==> src/rtl/axi4_master_bridge.sv <==
// Simple request/response to AXI4 master bridge.
// Carries one transaction at a time: reads as INCR bursts, writes as single beats.
module axi4_master_bridge #(
  parameter logic [3:0] AXI_ID  = 4'h0,
  parameter logic [7:0] MAX_LEN = 8'd15
) (
  input  logic        clock,
  input  logic        reset,
  // Request side
  input  logic        req_valid,
  output logic        req_ready,
  input  logic        req_write,
  input  logic [31:0] req_addr,
  input  logic [31:0] req_wdata,
  input  logic [3:0]  req_wstrb,
  input  logic [2:0]  req_size,
  input  logic [7:0]  req_len,
  // Response side
  output logic        rsp_valid,
  input  logic        rsp_ready,
  output logic [31:0] rsp_rdata,
  output logic        rsp_last,
  output logic        rsp_err,
  // AXI write address
  output logic        awvalid,
  input  logic        awready,
  output logic [3:0]  awid,
  output logic [31:0] awaddr,
  output logic [7:0]  awlen,
  output logic [2:0]  awsize,
  output logic [1:0]  awburst,
  // AXI write data
  output logic        wvalid,
  input  logic        wready,
  output logic [31:0] wdata,
  output logic [3:0]  wstrb,
  output logic        wlast,
  // AXI write response
  input  logic        bvalid,
  output logic        bready,
  input  logic [3:0]  bid,
  input  logic [1:0]  bresp,
  // AXI read address
  output logic        arvalid,
  input  logic        arready,
  output logic [3:0]  arid,
  output logic [31:0] araddr,
  output logic [7:0]  arlen,
  output logic [2:0]  arsize,
  output logic [1:0]  arburst,
  // AXI read data
  input  logic        rvalid,
  output logic        rready,
  input  logic [3:0]  rid,
  input  logic [31:0] rdata,
  input  logic [1:0]  rresp,
  input  logic        rlast
);

  typedef enum logic [2:0] {StIdle, StAr, StR, StAww, StB} state_e;

  state_e      state_q, state_d;
  logic [31:0] addr_q, wdata_q;
  logic [3:0]  wstrb_q;
  logic [2:0]  size_q;
  logic [7:0]  len_q;
  logic [7:0]  beat_q, beat_d;
  logic        aw_done_q, aw_done_d;
  logic        w_done_q, w_done_d;
  logic [7:0]  len_clamped;
  logic        len_hit;
  logic        final_beat;

  // IDs are not checked: only one transaction is ever outstanding.
  logic unused_id;
  assign unused_id = ^{rid, bid};

  assign len_clamped = (req_len > MAX_LEN) ? MAX_LEN : req_len;
  assign len_hit     = (beat_q == len_q);
  assign final_beat  = rlast | len_hit;

  assign arid    = AXI_ID;
  assign araddr  = addr_q;
  assign arlen   = len_q;
  assign arsize  = size_q;
  assign arburst = 2'b01;
  assign awid    = AXI_ID;
  assign awaddr  = addr_q;
  assign awlen   = 8'd0;
  assign awsize  = size_q;
  assign awburst = 2'b01;
  assign wdata   = wdata_q;
  assign wstrb   = wstrb_q;
  assign wlast   = 1'b1;

  // State, beat counter, handshake flags and latched request fields.
  always_ff @(posedge clock) begin
    if (reset) begin
      state_q   <= StIdle;
      addr_q    <= '0;
      wdata_q   <= '0;
      wstrb_q   <= '0;
      size_q    <= '0;
      len_q     <= '0;
      beat_q    <= '0;
      aw_done_q <= 1'b0;
      w_done_q  <= 1'b0;
    end else begin
      state_q   <= state_d;
      beat_q    <= beat_d;
      aw_done_q <= aw_done_d;
      w_done_q  <= w_done_d;
      if (req_valid && req_ready) begin
        addr_q  <= req_addr;
        wdata_q <= req_wdata;
        wstrb_q <= req_wstrb;
        size_q  <= req_size;
        len_q   <= len_clamped;
      end
    end
  end

  // Next-state and handshake outputs; reset overrides every valid/ready.
  always_comb begin
    state_d   = state_q;
    beat_d    = beat_q;
    aw_done_d = aw_done_q;
    w_done_d  = w_done_q;
    req_ready = 1'b0;
    arvalid   = 1'b0;
    rready    = 1'b0;
    awvalid   = 1'b0;
    wvalid    = 1'b0;
    bready    = 1'b0;
    rsp_valid = 1'b0;
    rsp_rdata = '0;
    rsp_last  = 1'b0;
    rsp_err   = 1'b0;
    unique case (state_q)
      StIdle: begin
        req_ready = 1'b1;
        aw_done_d = 1'b0;
        w_done_d  = 1'b0;
        if (req_valid) state_d = req_write ? StAww : StAr;
      end
      StAr: begin
        arvalid = 1'b1;
        if (arready) begin
          state_d = StR;
          beat_d  = '0;
        end
      end
      StR: begin
        rready    = rsp_ready;
        rsp_valid = rvalid;
        rsp_rdata = rdata;
        rsp_last  = final_beat;
        // Slave's rlast and our own count must agree on the final beat.
        rsp_err   = (rresp != 2'b00) | (rlast != len_hit);
        if (rvalid && rsp_ready) begin
          beat_d = beat_q + 8'd1;
          if (final_beat) state_d = StIdle;
        end
      end
      StAww: begin
        awvalid   = ~aw_done_q;
        wvalid    = ~w_done_q;
        aw_done_d = aw_done_q | awready;
        w_done_d  = w_done_q | wready;
        if (aw_done_d && w_done_d) state_d = StB;
      end
      StB: begin
        bready    = rsp_ready;
        rsp_valid = bvalid;
        rsp_last  = 1'b1;
        rsp_err   = (bresp != 2'b00);
        if (bvalid && rsp_ready) state_d = StIdle;
      end
      default: state_d = StIdle;
    endcase
    if (reset) begin
      req_ready = 1'b0;
      arvalid   = 1'b0;
      rready    = 1'b0;
      awvalid   = 1'b0;
      wvalid    = 1'b0;
      bready    = 1'b0;
      rsp_valid = 1'b0;
    end
  end

endmodule

==> config.mk <==
export PLATFORM = sky130hd
export DESIGN_NAME = axi4_master_bridge
export DESIGN_NICKNAME = d
export VERILOG_FILES = /design/src/rtl/axi4_master_bridge.sv
export SDC_FILE = /design/constraint.sdc
export NUM_CORES = 1
export LEC_CHECK = 0
export CAP_MARGIN = 15
export CORE_ASPECT_RATIO = 0.7
export CORE_MARGIN = 4
export CORE_UTILIZATION = 35
export DETAILED_ROUTE_END_ITERATION = 16
export GPL_TIMING_DRIVEN = 0
export PLACE_DENSITY_LB_ADDON = 0.05
export SLEW_MARGIN = 20
export SYNTH_ARGS = -nofsm -noshare
export SYNTH_HDL_FRONTEND = slang
export SYNTH_SLANG_ARGS = --single-unit
==> constraint.sdc <==
create_clock -name clock -period 3 [get_ports clock]
set_input_delay 0.75 -clock clock [delete_from_list [all_inputs] [get_ports clock]]
set_output_delay 0.75 -clock clock [all_outputs]
set_load 0.01 [all_outputs]
Yosys cells after proc, flatten, opt, wreduce, memory -nomap -nowiden
Cells that the tools add are included.
{"block": "word_totals", "out_inout_bits": 176, "register_bits": 92}
{"block": "op_classes", "eq_ne": 12, "bitwise": 6, "mux": 31, "magnitude_cmp": 1, "add_sub_neg": 1, "n_reduce_logical": 11}
{"op": "two-way mux 32 bit", "n": 1}
{"op": "two-way mux 8 bit", "n": 3}
{"op": "two-way mux 3 bit", "n": 6}
{"op": "one-hot mux 8 bit (2 select lines)", "n": 1}
{"op": "one-hot mux 3 bit (5 select lines)", "n": 1}
{"op": "two-way mux 1 bit", "n": 13}
{"op": "!= test 2 bit (second input constant)", "n": 6}
{"op": "one-hot mux 1 bit (2 select lines)", "n": 5}
{"op": "adder 8 x 1 -> 8 bit (second input constant)", "n": 1}
{"op": "== test 8 bit", "n": 1}
{"op": "greater-than comparator 8 x 4 -> 1 bit (second input constant)", "n": 1}
{"op": "nonzero test 2 bit", "n": 4}
{"op": "== test 3 x 2 -> 1 bit (second input constant)", "n": 2}
{"op": "AND reduction 6 bit", "n": 1}
{"op": "logical AND 1 bit", "n": 4}
{"op": "bitwise OR 1 bit", "n": 4}
{"op": "== test 3 x 1 -> 1 bit (second input constant)", "n": 1}
{"op": "== test 3 bit (second input constant)", "n": 1}
{"op": "zero test 3 bit", "n": 1}
{"op": "AND reduction 3 bit", "n": 1}
{"op": "two-way mux 2 bit", "n": 1}
{"op": "NOT 1 bit", "n": 2}
{"op": "!= test 1 bit", "n": 1}

Logic depth before layout (Yosys ltp)
{"block": "logic_depth", "ltp_word": 5, "depth_mapped": 11}

Worst setup path after synthesis
Ideal clock, no wire load.
{"block": "synth_path", "path_kind": "input to output", "startpoint": "in reset", "endpoint": "out rready", "stages": 5, "setup_slack_ns": 0.471, "arrival_time_ns": 1.779, "cell_sequence": "clkbuf_1 inv_1 clkbuf_1 clkbuf_1 and3_1"}
{"block": "synth_via", "elab_chain_cells": 1}
{"item": "from (decl)", "line": "8", "text": "input logic reset,"}
{"item": "two-way mux 1 bit", "line": "181", "text": "if (reset) begin"}
{"item": "to (decl)", "line": "53", "text": "output logic rready,"}
No other way between the ends.

Worst setup path after layout
{"block": "layout_path", "startpoint": "in reset", "endpoint": "out arvalid"}
{"block": "layout_via", "elab_chain_cells": 1}
{"item": "two-way mux 1 bit", "line": "181"}
{"item": "to (decl)", "line": "44", "text": "output logic arvalid,"}
No other way between the ends.

==> results_dict.tcl <==
set metrics [dict create \
    cp-start-kind "input pin" \
    synthFlopType "dfxtp_1" \
    die_x_um 142 \
    grt_pass1_vias 4924 \
    period_share 0.969 \
    final_cell_mix "clkdlybuf4s50_1, dfxtp_1, nand2_1, nand3_1, o21ai_1" \
    grt_first_pass_wirelength_mm 25.0 \
    intPower_uw 4300 \
    overflow 0 \
    ys_ff_latch 92 \
    total_power_uw 6930 \
    relSlewSlack 0.473 \
    cts_max_level 3 \
    reg2reg_setup_slack_ns 0.52 \
    yosysTopAreaCellShare 0.416 \
    core_um2 12400 \
    finalWeightedCongestion 0.846 \
    synth_seq_area_share 0.416 \
    hp-class "register to register" \
    wl_per_cell_um 15.7 \
    vias 5058 \
    setup_viol 0 \
    path_clk_slew_ns 0.06 \
    final_common_cell "clkdlybuf4s50_1" \
    antenna_left 0 \
    min_period_ns 2.91 \
    cts_tree "yes" \
    hold_viol 0 \
    rsz0062_at_grt "false" \
    ios 310 \
    yosysTopAreaCell "dfxtp_1" \
    r2r-end "state_q[1]$_SDFFE_PP0P_" \
    dr.pass1.iters 5 \
    wl_mm 16.4 \
    clockBufferDepth 2 \
    syn_area_um2 4430 \
    synth_cell_types 44 \
    clock-sinks 92 \
    cp-end-kind "output port" \
    p_leak_uw 0.00322 \
    synthTopCellsByArea "dfxtp_1, buf_4, nand3_1" \
    power_per_cell_area_nw_per_um2 885 \
    rows 34 \
    outcome "complete, no violations" \
    tightest_slew_ns 0.790 \
    fillers 1082 \
    switching_share 0.379 \
    multi_input_area_um2 2020 \
    die-area_um2 14600 \
    comb_power_share 0.559 \
    drv_cap 0 \
    dp.final_hpwl_mm 13.1 \
    power_frac_seq 0.283 \
    hold_path_depth 2 \
    area_growth_pct 76.7 \
    clkLatencyLatePin_ns 0.33 \
    synth-edff-count 0 \
    worst_slack_ns 0.0918 \
    seqCellArea_um2 1850 \
    maxSlewViolCount 0 \
    yosysWarnings 0 \
    fin_skew_ns 0.00738 \
    ir_drop_v 0.000439 \
    fmaxAchievable_ghz 0.344 \
    rr_startpoint "arlen[5]$_SDFFE_PP0P_" \
    via_per_inst 4.85 \
    die_h_um 102 \
    reg2regPathDepth 9 \
    grt_usage 0.212 \
    root_buffer "clkbuf_16" \
    portBuffers 279 \
    async_flop_share 0 \
    fin_util 0.630 \
    drt_iter0_drc 222 \
    antenna_found_initial 0 \
    start_util 0.357 \
    cp.required_ns 2.25 \
    holdPathEnd "wstrb[3]$_SDFFE_PP0P_" \
    syn_area_per_cell_um2 7.82 \
    power_frac_clock 0.158 \
    diodes 0 \
    fin_nets 1012 \
    cts-buffers-inserted 9 \
    place_ws_ns -0.562 \
    min_from "wstrb[3]$_SDFFE_PP0P_" \
    power.switching_uw 2630 \
    arrival_ns 2.16 \
    criticalPathCategory "input pin to output port" \
    grt_max_degree 17 \
    drive_gt1_frac 0.134 \
    drc 0 \
    syn_inst 567 \
    cp_max_fo 10 \
]
## cell families after synthesis
kind of cell	share of synthesized area
and+or+nand+nor	0.284
buffers and inverters	0.149
AOI/OAI and AO/OA	0.126
DFF	0.416
xor gates and xnor gates	0.0158
adders and majority gates	0.00565
other	0.00169
muxes	0.00254
## power groups by stage
| stage | Clock [µW] | Combinational [µW] | Sequential, µW |
|---|---|---|---|
| 6_report | 1100 | 3880 | 1960 |
| 5_1_grt | 1170 | 4200 | 2020 |
| 4_1_cts | 1120 | 3890 | 1960 |
| 3_5_place_dp | 0 | 3870 | 1980 |
| 3_3_place_gp | 0 | 3800 | 1960 |
| 2_1_floorplan | 0 | 1670 | 2120 |
## metal layers
| metal | up-vias | wire, µm | global-route usage |
|---|---|---|---|
| met4 | 0 | 221 | 0.0467 |
| li1 | 2484 | - | - |
| met2 | 202 | 8140 | 0.380 |
| met1 | 2355 | 6480 | 0.250 |
| met5 | - | 0 | 0 |
| met3 | 17 | 1550 | 0.0697 |
## flip-flops by register name, indices dropped and copies added, names as in the netlist
name,flops
araddr,32
wdata,32
arlen,8
beat_q,8
wstrb,4
arsize,3
state_q,3
aw_done_q,1
w_done_q,1
## worst max-delay path, stage by stage
cell and delay [ns]:
clkbuf_2 0.20, clkbuf_1 0.33, nor4_1 0.27, clkdlybuf4s50_1 0.61
## through the flow
| step | hold slack, ns | TNS [ns] | instance area, µm² | std cells |
|---|---|---|---|---|
| floorplan | 0.452 | 0 | 4500 | 586 |
| global placement | 0.435 | -1.52 | 7500 | 1027 |
| detailed placement | 0.443 | -1.56 | 7500 | 1027 |
| CTS | 0.453 | 0 | 7800 | 1043 |
| global route | 0.468 | 0 | 7830 | 1043 |
| finish | 0.450 | 0 | 7830 | 1043 |
## worst max-delay path by stage
stage / start / slack [ns] / end
after floorplan: reset / 0.47 / rready
after global placement: reset / -0.55 / rready
after detailed placement: reset / -0.56 / rready
after CTS: state_q[1]$_SDFFE_PP0P_ / 0.004 / rsp_rdata[3]
after global routing: arlen[5]$_SDFFE_PP0P_ / 0.001 / rsp_last
final: reset / 0.09 / arvalid
## area by class of cell
cell class | count | share of cell area
timing repair buffer | 280 | 0.358
multi-input combinational | 387 | 0.258
sequential | 92 | 0.236
buffer | 102 | 0.0840
clock buffer | 11 | 0.0310
tap | 162 | 0.0259
clock inverter | 5 | 0.00575
inverter | 4 | 0.00224
## cell usage after synthesis (2+ instances only)
library cell,count
nor4_1,4
o21ai_0,6
dfxtp_1,92
nand4b_1,4
o22ai_1,2
inv_1,4
buf_2,17
nand2b_1,2
nor2_1,11
o21ai_1,71
buf_6,3
a21oi_1,15
nor3_1,12
and3_1,36
nand3_1,79
xor2_1,8
buf_4,57
conb_1,2
ha_1,2
clkbuf_1,26
nor3b_2,4
a2bb2oi_1,2
nand2_1,86
or3_1,2
## timing repair
| item | 4_1_cts | 5_1_grt |
|---|---|---|
| cloned | 0 | 0 |
| buffers inserted | 1 | 0 |
| resized for setup | 10 | 21 |
| setup endpoints to repair | 13 | 33 |
| hold buffers | 0 | 0 |
| pin swaps | 2 | 2 |
Note: power is estimated with default switching activity, not from simulation.
